### src/rtl/axi_lite_slave_regs_if.sv
// axi_lite_slave_regs_if: AXI-Lite bus bundle between a master and the register slave.
interface axi_lite_slave_regs_if #(parameter int ADDR_WIDTH = 32);
    logic [ADDR_WIDTH-1:0] AWADDR;
    logic                  AWVALID;
    logic                  AWREADY;
    logic [31:0]           WDATA;
    logic [3:0]            WSTRB;
    logic                  WVALID;
    logic                  WREADY;
    logic [1:0]            BRESP;
    logic                  BVALID;
    logic                  BREADY;
    logic [ADDR_WIDTH-1:0] ARADDR;
    logic                  ARVALID;
    logic                  ARREADY;
    logic [31:0]           RDATA;
    logic [1:0]            RRESP;
    logic                  RVALID;
    logic                  RREADY;
    modport master (
        output AWADDR, AWVALID, WDATA, WSTRB, WVALID, BREADY, ARADDR, ARVALID, RREADY,
        input  AWREADY, WREADY, BRESP, BVALID, ARREADY, RDATA, RRESP, RVALID
    );
    modport slave (
        input  AWADDR, AWVALID, WDATA, WSTRB, WVALID, BREADY, ARADDR, ARVALID, RREADY,
        output AWREADY, WREADY, BRESP, BVALID, ARREADY, RDATA, RRESP, RVALID
    );
endinterface

### src/rtl/axi_lite_slave_regs.sv
// axi_lite_slave_regs: AXI-Lite slave terminating into NUM_REGS 32-bit registers.
// Define AXIL_SLAVE_ERR_RESP_EN to answer out-of-range accesses with SLVERR.
module axi_lite_slave_regs #(
    parameter int ADDR_WIDTH = 32,
    parameter int DATA_WIDTH = 32,
    parameter int NUM_REGS   = 8
) (
    input  logic                    clk,
    input  logic                    rst,
    axi_lite_slave_regs_if.slave    bus,
    output logic [NUM_REGS*32-1:0]  reg_out,
    output logic [NUM_REGS-1:0]     reg_wr
);
    localparam int IDX_W = $clog2(NUM_REGS);
    localparam int NB = DATA_WIDTH / 8;
`ifdef AXIL_SLAVE_ERR_RESP_EN
    localparam logic [1:0] OOR_RESP = 2'b10;
`else
    localparam logic [1:0] OOR_RESP = 2'b00;
`endif
    typedef enum logic [1:0] {W_IDLE, W_EXEC, W_RESP} w_state_t;
    typedef enum logic {R_IDLE, R_RESP} r_state_t;
    w_state_t ws, ws_n;
    r_state_t rs, rs_n;
    logic up, aw_done, w_done, aw_hs, w_hs, ar_hs, wr_en;
    logic [ADDR_WIDTH-1:2] aw_addr;
    logic [DATA_WIDTH-1:0] w_data;
    logic [NB-1:0] w_strb;
    logic [DATA_WIDTH-1:0] regs [NUM_REGS];

    function automatic logic in_range(input logic [ADDR_WIDTH-1:2] a);
        return 32'(a[IDX_W+1:2]) < NUM_REGS && (a >> IDX_W) == '0;
    endfunction

    assign aw_hs = bus.AWVALID && bus.AWREADY;
    assign w_hs  = bus.WVALID && bus.WREADY;
    assign ar_hs = bus.ARVALID && bus.ARREADY;

    // up holds every ready low until the first edge after reset is released
    always_ff @(posedge clk) begin
        ws <= rst ? W_IDLE : ws_n;
        rs <= rst ? R_IDLE : rs_n;
        up <= !rst;
    end

    always_comb begin
        ws_n = ws == W_IDLE ? ((aw_done || aw_hs) && (w_done || w_hs) ? W_EXEC : W_IDLE)
             : ws == W_EXEC ? W_RESP
             : bus.BREADY ? W_IDLE : W_RESP;
        rs_n = rs == R_IDLE ? (ar_hs ? R_RESP : R_IDLE) : bus.RREADY ? R_IDLE : R_RESP;
    end

    always_comb begin
        bus.AWREADY = up && ws == W_IDLE && !aw_done;
        bus.WREADY  = up && ws == W_IDLE && !w_done;
        bus.BVALID  = ws == W_RESP;
        bus.ARREADY = up && rs == R_IDLE;
        bus.RVALID  = rs == R_RESP;
        wr_en       = ws == W_EXEC && in_range(aw_addr);
        reg_wr      = wr_en ? NUM_REGS'(1) << aw_addr[IDX_W+1:2] : '0;
    end

    always_ff @(posedge clk) begin
        if (rst) begin
            aw_done  <= 1'b0;
            w_done   <= 1'b0;
            bus.BRESP <= 2'b00;
        end else begin
            if (aw_hs) begin
                aw_addr <= bus.AWADDR[ADDR_WIDTH-1:2];
                aw_done <= 1'b1;
            end
            if (w_hs) begin
                w_data <= bus.WDATA;
                w_strb <= bus.WSTRB;
                w_done <= 1'b1;
            end
            if (ws == W_EXEC) begin
                aw_done   <= 1'b0;
                w_done    <= 1'b0;
                bus.BRESP <= in_range(aw_addr) ? 2'b00 : OOR_RESP;
            end
        end
    end

    // a read accepted during W_EXEC samples the bank before this edge's write lands
    always_ff @(posedge clk) begin
        if (rst) begin
            bus.RDATA <= '0;
            bus.RRESP <= 2'b00;
        end else if (ar_hs) begin
            bus.RDATA <= in_range(bus.ARADDR[ADDR_WIDTH-1:2]) ? regs[bus.ARADDR[IDX_W+1:2]] : '0;
            bus.RRESP <= in_range(bus.ARADDR[ADDR_WIDTH-1:2]) ? 2'b00 : OOR_RESP;
        end
    end

    always_ff @(posedge clk) begin
        if (rst) begin
            for (int i = 0; i < NUM_REGS; i++) regs[i] <= '0;
        end else if (wr_en) begin
            for (int b = 0; b < NB; b++)
                if (w_strb[b]) regs[aw_addr[IDX_W+1:2]][8*b +: 8] <= w_data[8*b +: 8];
        end
    end

    for (genvar i = 0; i < NUM_REGS; i++) begin : g_out
        assign reg_out[32*i +: 32] = regs[i];
    end
endmodule

### src/flat_wrapper.sv
// flat-port wrapper written by rule: the top's interface ports become plain ports
module axi_lite_slave_regs_flat 
#(
    parameter int ADDR_WIDTH = 32,
    parameter int DATA_WIDTH = 32,
    parameter int NUM_REGS   = 8
)
  (clk, rst, reg_out, reg_wr, bus_AWADDR, bus_AWVALID, bus_WDATA, bus_WSTRB, bus_WVALID, bus_BREADY, bus_ARADDR, bus_ARVALID, bus_RREADY, bus_AWREADY, bus_WREADY, bus_BRESP, bus_BVALID, bus_ARREADY, bus_RDATA, bus_RRESP, bus_RVALID);
  axi_lite_slave_regs_if #(.ADDR_WIDTH(ADDR_WIDTH)) bus_i ();
  input  logic clk;
  input  logic rst;
  output logic [NUM_REGS*32-1:0] reg_out;
  output logic [NUM_REGS-1:0] reg_wr;
  input wire logic [$bits(bus_i.AWADDR)-1:0] bus_AWADDR;
  input wire logic [$bits(bus_i.AWVALID)-1:0] bus_AWVALID;
  input wire logic [$bits(bus_i.WDATA)-1:0] bus_WDATA;
  input wire logic [$bits(bus_i.WSTRB)-1:0] bus_WSTRB;
  input wire logic [$bits(bus_i.WVALID)-1:0] bus_WVALID;
  input wire logic [$bits(bus_i.BREADY)-1:0] bus_BREADY;
  input wire logic [$bits(bus_i.ARADDR)-1:0] bus_ARADDR;
  input wire logic [$bits(bus_i.ARVALID)-1:0] bus_ARVALID;
  input wire logic [$bits(bus_i.RREADY)-1:0] bus_RREADY;
  output wire logic [$bits(bus_i.AWREADY)-1:0] bus_AWREADY;
  output wire logic [$bits(bus_i.WREADY)-1:0] bus_WREADY;
  output wire logic [$bits(bus_i.BRESP)-1:0] bus_BRESP;
  output wire logic [$bits(bus_i.BVALID)-1:0] bus_BVALID;
  output wire logic [$bits(bus_i.ARREADY)-1:0] bus_ARREADY;
  output wire logic [$bits(bus_i.RDATA)-1:0] bus_RDATA;
  output wire logic [$bits(bus_i.RRESP)-1:0] bus_RRESP;
  output wire logic [$bits(bus_i.RVALID)-1:0] bus_RVALID;
  assign bus_i.AWADDR = bus_AWADDR;
  assign bus_i.AWVALID = bus_AWVALID;
  assign bus_i.WDATA = bus_WDATA;
  assign bus_i.WSTRB = bus_WSTRB;
  assign bus_i.WVALID = bus_WVALID;
  assign bus_i.BREADY = bus_BREADY;
  assign bus_i.ARADDR = bus_ARADDR;
  assign bus_i.ARVALID = bus_ARVALID;
  assign bus_i.RREADY = bus_RREADY;
  assign bus_AWREADY = bus_i.AWREADY;
  assign bus_WREADY = bus_i.WREADY;
  assign bus_BRESP = bus_i.BRESP;
  assign bus_BVALID = bus_i.BVALID;
  assign bus_ARREADY = bus_i.ARREADY;
  assign bus_RDATA = bus_i.RDATA;
  assign bus_RRESP = bus_i.RRESP;
  assign bus_RVALID = bus_i.RVALID;
  axi_lite_slave_regs #(.ADDR_WIDTH(ADDR_WIDTH), .DATA_WIDTH(DATA_WIDTH), .NUM_REGS(NUM_REGS)) u_core (.clk(clk), .rst(rst), .bus(bus_i), .reg_out(reg_out), .reg_wr(reg_wr));
endmodule
### config.mk
export PLATFORM = sky130hd
export DESIGN_NAME = axi_lite_slave_regs_flat
export DESIGN_NICKNAME = d
export VERILOG_FILES = /design/src/rtl/axi_lite_slave_regs_if.sv /design/src/rtl/axi_lite_slave_regs.sv /design/src/flat_wrapper.sv
export SDC_FILE = /design/constraint.sdc
export NUM_CORES = 1
export LEC_CHECK = 0
export ABC_AREA = 1
export CORE_MARGIN = 8
export CORE_UTILIZATION = 44
export DETAILED_ROUTE_END_ITERATION = 6
export MAX_ROUTING_LAYER = met4
export PLACE_DENSITY_LB_ADDON = 0.08
export SLEW_MARGIN = 30
export SYNTH_ARGS = -nofsm -noshare
export SYNTH_HDL_FRONTEND = slang
export SYNTH_SLANG_ARGS = --single-unit
### constraint.sdc
create_clock -name clk -period 4.85 [get_ports clk]
set_clock_uncertainty 0.05 [all_clocks]
set_input_delay 0.485 -clock clk [delete_from_list [all_inputs] [get_ports clk]]
set_output_delay 0.485 -clock clk [all_outputs]
set_load 0.02 [all_outputs]
Word-level counts from Yosys, hierarchy flattened. Memory sizes are Yosys's and may differ from the RTL's. Index checks and enable logic that the tools add are counted.

Memories kept: 1. Input port bits: 107. Register bits: 104. Bits in writable memories: 256.

Shift operators: 1. Equal/unequal tests: 2. Mux-type cells: 30. Bitwise operators: 2. Reductions and logical operators: 21.

Memory list: u_core.regs (words 8, bits a word 32, read ports 9, clocked after Yosys merged registers in 0, wr ports 8, line axi_lite_slave_regs.sv:29) `logic [DATA_WIDTH-1:0] regs [NUM_REGS];`.

Operator list (number): 32-bit 2-to-1 mux (2); 30-bit logical NOT (2); 32-bit OR reduction (1); 1-bit 2-to-1 mux (22); 1-bit logical AND (9); 8-bit 2-to-1 mux (1); 1-bit by 3-bit << shifter with 8-bit output, first input constant (1); 2-bit 2-to-1 mux (3); 4-bit 2-to-1 mux (1); 2-bit AND reduction (2); 1-bit logical NOT (3); 3-bit 2-to-1 mux (1); 2-bit by 1-bit equality test with 1-bit output, second input constant (1); 2-bit equality test, second input constant (1); 2-bit logical NOT (1); 1-bit logical OR (2); 1-bit inverter (2); 2-bit OR reduction (1).

Depth between registers and ports, before layout.
Depth in word-level cells: 8. Gate-level depth with buffers: 9. Mapped depth without buffers: 7.

Worst setup path after synthesis. Ideal clock, no wire load.

Path kind: in2reg. Start point: in rst. End point: reg u_core.w_data[0], enable pin. Setup slack: -0.095 ns. Data arrival time: 4.376 ns. Path buffers: 2. Stages: 3. Data required time: 4.280 ns. Cell sequence: clkbuf_1 > clkbuf_1 > nor4_1.

Longest elaborated chain between the ends: 2.

Ends and longest elaborated chain: start, declared (line flat_wrapper.sv:11) `input logic rst;`; 1-bit inverter (no line); 2-bit AND reduction (no line); end signal, assigned (line axi_lite_slave_regs.sv:74) `w_data <= bus.WDATA;`; end, declared (line axi_lite_slave_regs.sv:27) `logic [DATA_WIDTH-1:0] w_data;`.

No other way between the ends. A chain may end at the register's enable or synchronous reset.

Worst setup path in the final report.
Start point: reg u_core.aw_addr[5] in the netlist's numbering. End point: out reg_wr[1].

Longest elaborated chain between the ends: 3.

Ends and longest elaborated chain: start, declared (line axi_lite_slave_regs.sv:26) `logic [ADDR_WIDTH-1:2] aw_addr;`; start signal, assigned (line axi_lite_slave_regs.sv:70) `aw_addr <= bus.AWADDR[ADDR_WIDTH-1:2];`; 30-bit logical NOT (line axi_lite_slave_regs.sv:32) `return 32'(a[IDX_W+1:2]) < NUM_REGS && (a >> IDX_W) == '0;`; 1-bit logical AND (line axi_lite_slave_regs.sv:59) `wr_en = ws == W_EXEC && in_range(aw_addr);`; 8-bit 2-to-1 mux (line axi_lite_slave_regs.sv:60) `reg_wr = wr_en ? NUM_REGS'(1) << aw_addr[IDX_W+1:2] : '0;`; end, declared (line flat_wrapper.sv:13) `output logic [NUM_REGS-1:0] reg_wr;`.

No other way between the ends.

==> results.json <==
{
  "cts_tree": "yes",
  "num_rows": 68,
  "n_fill_cell": 2850,
  "worstSetupEndpointType": "output pin",
  "hold_buffers": 0,
  "first_pass_iters": 6,
  "postSynth.asyncResetShare_pct": 0,
  "setup_viol": 0,
  "leakage_uw": 0.00779,
  "synth_common_cells": "562 x nor2_1, 322 x edfxtp_1, 119 x nand2_1",
  "slew_headroom_pct": 32.5,
  "grt_pass1_vias": 12234,
  "post-synth-top-count-cell": "nor2_1",
  "required_ns": 4.32,
  "synth_xor_area_share_pct": 0,
  "rsz0062_at_grt": "false",
  "ys_seq_area_share_pct": 68.3,
  "ys_seq_elements": 360,
  "dieArea_um2": 40900,
  "cp-start-kind": "flop",
  "core_um2": 34400,
  "fin_crit_sh_pct": 76.2,
  "io_buffers": 403,
  "cts_sinks": 360,
  "drc": 0,
  "nets": 1979,
  "synth.yosys.warnings": 0,
  "io_pins": 412,
  "outcome": "complete, no violations",
  "dieWidth_um": 202,
  "synthTopCellsByArea": "edfxtp_1 63%, nor2_1 14%, dfxtp_1 5.0%",
  "grt_pass1_wl_um": 76400,
  "dp_hpwl_um": 37800,
  "slew_violations": 0,
  "die_y_um": 202,
  "clkLatencyLatePin_ns": 0.53,
  "fin_setup_tns_ns": 0,
  "dr_total_vias": 12299,
  "syn_avg_cell_area_um2": 10.3,
  "synth_ff_type": "edfxtp_1",
  "fmax_mhz": 271,
  "cts_buffers": 39,
  "synth_fa_ha_area_share_pct": 0,
  "clkTransAtPathRegs_ns": 0.06,
  "drive_gt1_share_pct": 7.04,
  "antenna_left": 0,
  "netlist_instances": 1477,
  "critPathMaxFanout": 22,
  "cts_setup_buffers": 0,
  "synth_top_family_by_area": "simple AND/OR/NAND/NOR gates",
  "irDropWorstVdd_v": 0.000414,
  "synth-edff-count": 322,
  "synth_compound_area_share_pct": 4.34,
  "worst_pin_slew_ns": 1.01,
  "drt-vias-per-instance": 5.21,
  "grt_max_degree": 75,
  "min_path_type": "input pin to flop",
  "yosys.area_share.simple_pct": 23.9,
  "hold_violations": 0,
  "yosysTopAreaCellShare_pct": 63.3,
  "p_per_area_nw_per_um2": 341,
  "area_growth_syn_to_layout_pct": 37.9,
  "totalPowerFinal_uw": 7190,
  "gp_congestion": 0.861,
  "critical_path_class": "flop to output pin",
  "ctsRootBufferMaster": "clkbuf_16",
  "start_util_pct": 44.4,
  "first_iter_violations": 940,
  "wl_per_cell_um": 21.9,
  "grt-ovfl-total": 0,
  "wirelength_um": 51600,
  "synth_area_um2": 15300,
  "synthMuxAreaShare_pct": 0,
  "finalCriticalPeriod_ns": 3.69,
  "drv_cap": 0,
  "htree_levels": 2,
  "track_usage_pct": 25.1,
  "yosysUniqueCellTypes": 26,
  "ctsLongestPathBuffers": 3,
  "cts-resized-gates": 0,
  "antenna_found_initial": 1,
  "synth_top_cell_by_area": "edfxtp_1",
  "arrival_ns": 3.16
}
## metal layers
metal / part of all wire, % / GRT usage [%] / wire (µm)
met5: 0 / - / 0
met3: 9.9 / 6.87 / 5100
met2: 49 / 41.2 / 25400
met1: 38 / 29.8 / 19700
met4: 2.8 / 7.72 / 1440
## cells in the final DEF (no fill, tap or decap), types with 4 or more instances in the layout
master	Yosys	layout
nor2_1	562	560
clkdlybuf4s50_1	0	399
edfxtp_1	322	322
nand2_1	119	119
nand3_1	99	98
o21ai_0	94	94
inv_1	47	47
clkbuf_16	0	40
dfxtp_1	38	38
a21oi_1	34	34
nand3_2	30	31
or2_1	24	24
buf_4	7	17
inv_2	10	10
clkbuf_1	40	10
nor3_2	4	8
or2_0	8	8
clkbuf_8	0	8
clkinv_1	1	4
conb_1	1	4
## final cells by class
cell class | instances | area (µm²) | share of cell area (%)
Clock buffer | 58 | 1150 | 5.46
Inverter | 58 | 218 | 1.03
Sequential cell | 360 | 10400 | 49.5
Clock inverter | 14 | 144 | 0.683
Antenna cell | 1 | 2.50 | 0.0119
Multi-Input combinational cell | 993 | 4390 | 20.8
Tap cell | 455 | 569 | 2.70
Timing Repair Buffer | 420 | 4160 | 19.7
## final timing paths
check / start / endpoint / slack, ns / depth (start not counted)
worst min-delay path: rst / u_core.bus.RDATA[0] / 0.41 / 2
worst min register to register: u_core.bus.RDATA[18] / u_core.bus.RDATA[18] / 0.41 / 2
worst max-delay path: u_core.aw_addr[5] / reg_wr[1] / 1.16 / 7
worst max register to register: u_core.aw_addr[5] / u_core.regs[0][29] / 1.71 / 7
## state kept, by name (all words and copies together), names as in the netlist
| name | flops |
|---|---|
| u_core.up | 1 |
| u_core.aw_addr | 30 |
| u_core.ws | 2 |
| u_core.aw_done | 1 |
| u_core.w_strb | 4 |
| u_core.bus.RDATA | 32 |
| u_core.w_done | 1 |
| u_core.regs | 256 |
| u_core.bus.RVALID | 1 |
| u_core.w_data | 32 |
## cells by family (layout without fill, tap and decap cells)
logic type,after synthesis,after routing
compound gates,132,132
buf+inv,127,550
flops,360,360
other cells,1,5
simple gates,857,857
## per-stage QoR
step                utilization, %  std cells  instance area, µm²  setup WS (ns)  hold slack [ns]
floorplan                        -       1480               15300           1.42            0.412
global placement              57.5       2286               19800           1.67            0.402
detailed placement            57.5       2286               19800           1.64            0.407
CTS                           61.2       2358               21100           1.07            0.394
global route                  61.3       2359               21100          0.921            0.426
finish                        61.3       2359               21100           1.16            0.410
## worst max-delay path: stages (launching register included)
cell and delay [ns]:
edfxtp_1 0.36, or2_1 0.23, nor3_1 0.20, nand2_1 0.13
nor2_4 0.66, inv_2 0.22, nor2_1 0.14, clkdlybuf4s50_1 0.67
## report_power, final
part | switching [µW] | internal, µW
logic | 413 | 274
clock network | 1210 | 1760
registers | 61.5 | 3470
total | 1690 | 5500
Note: power is estimated with default switching activity, not from simulation.
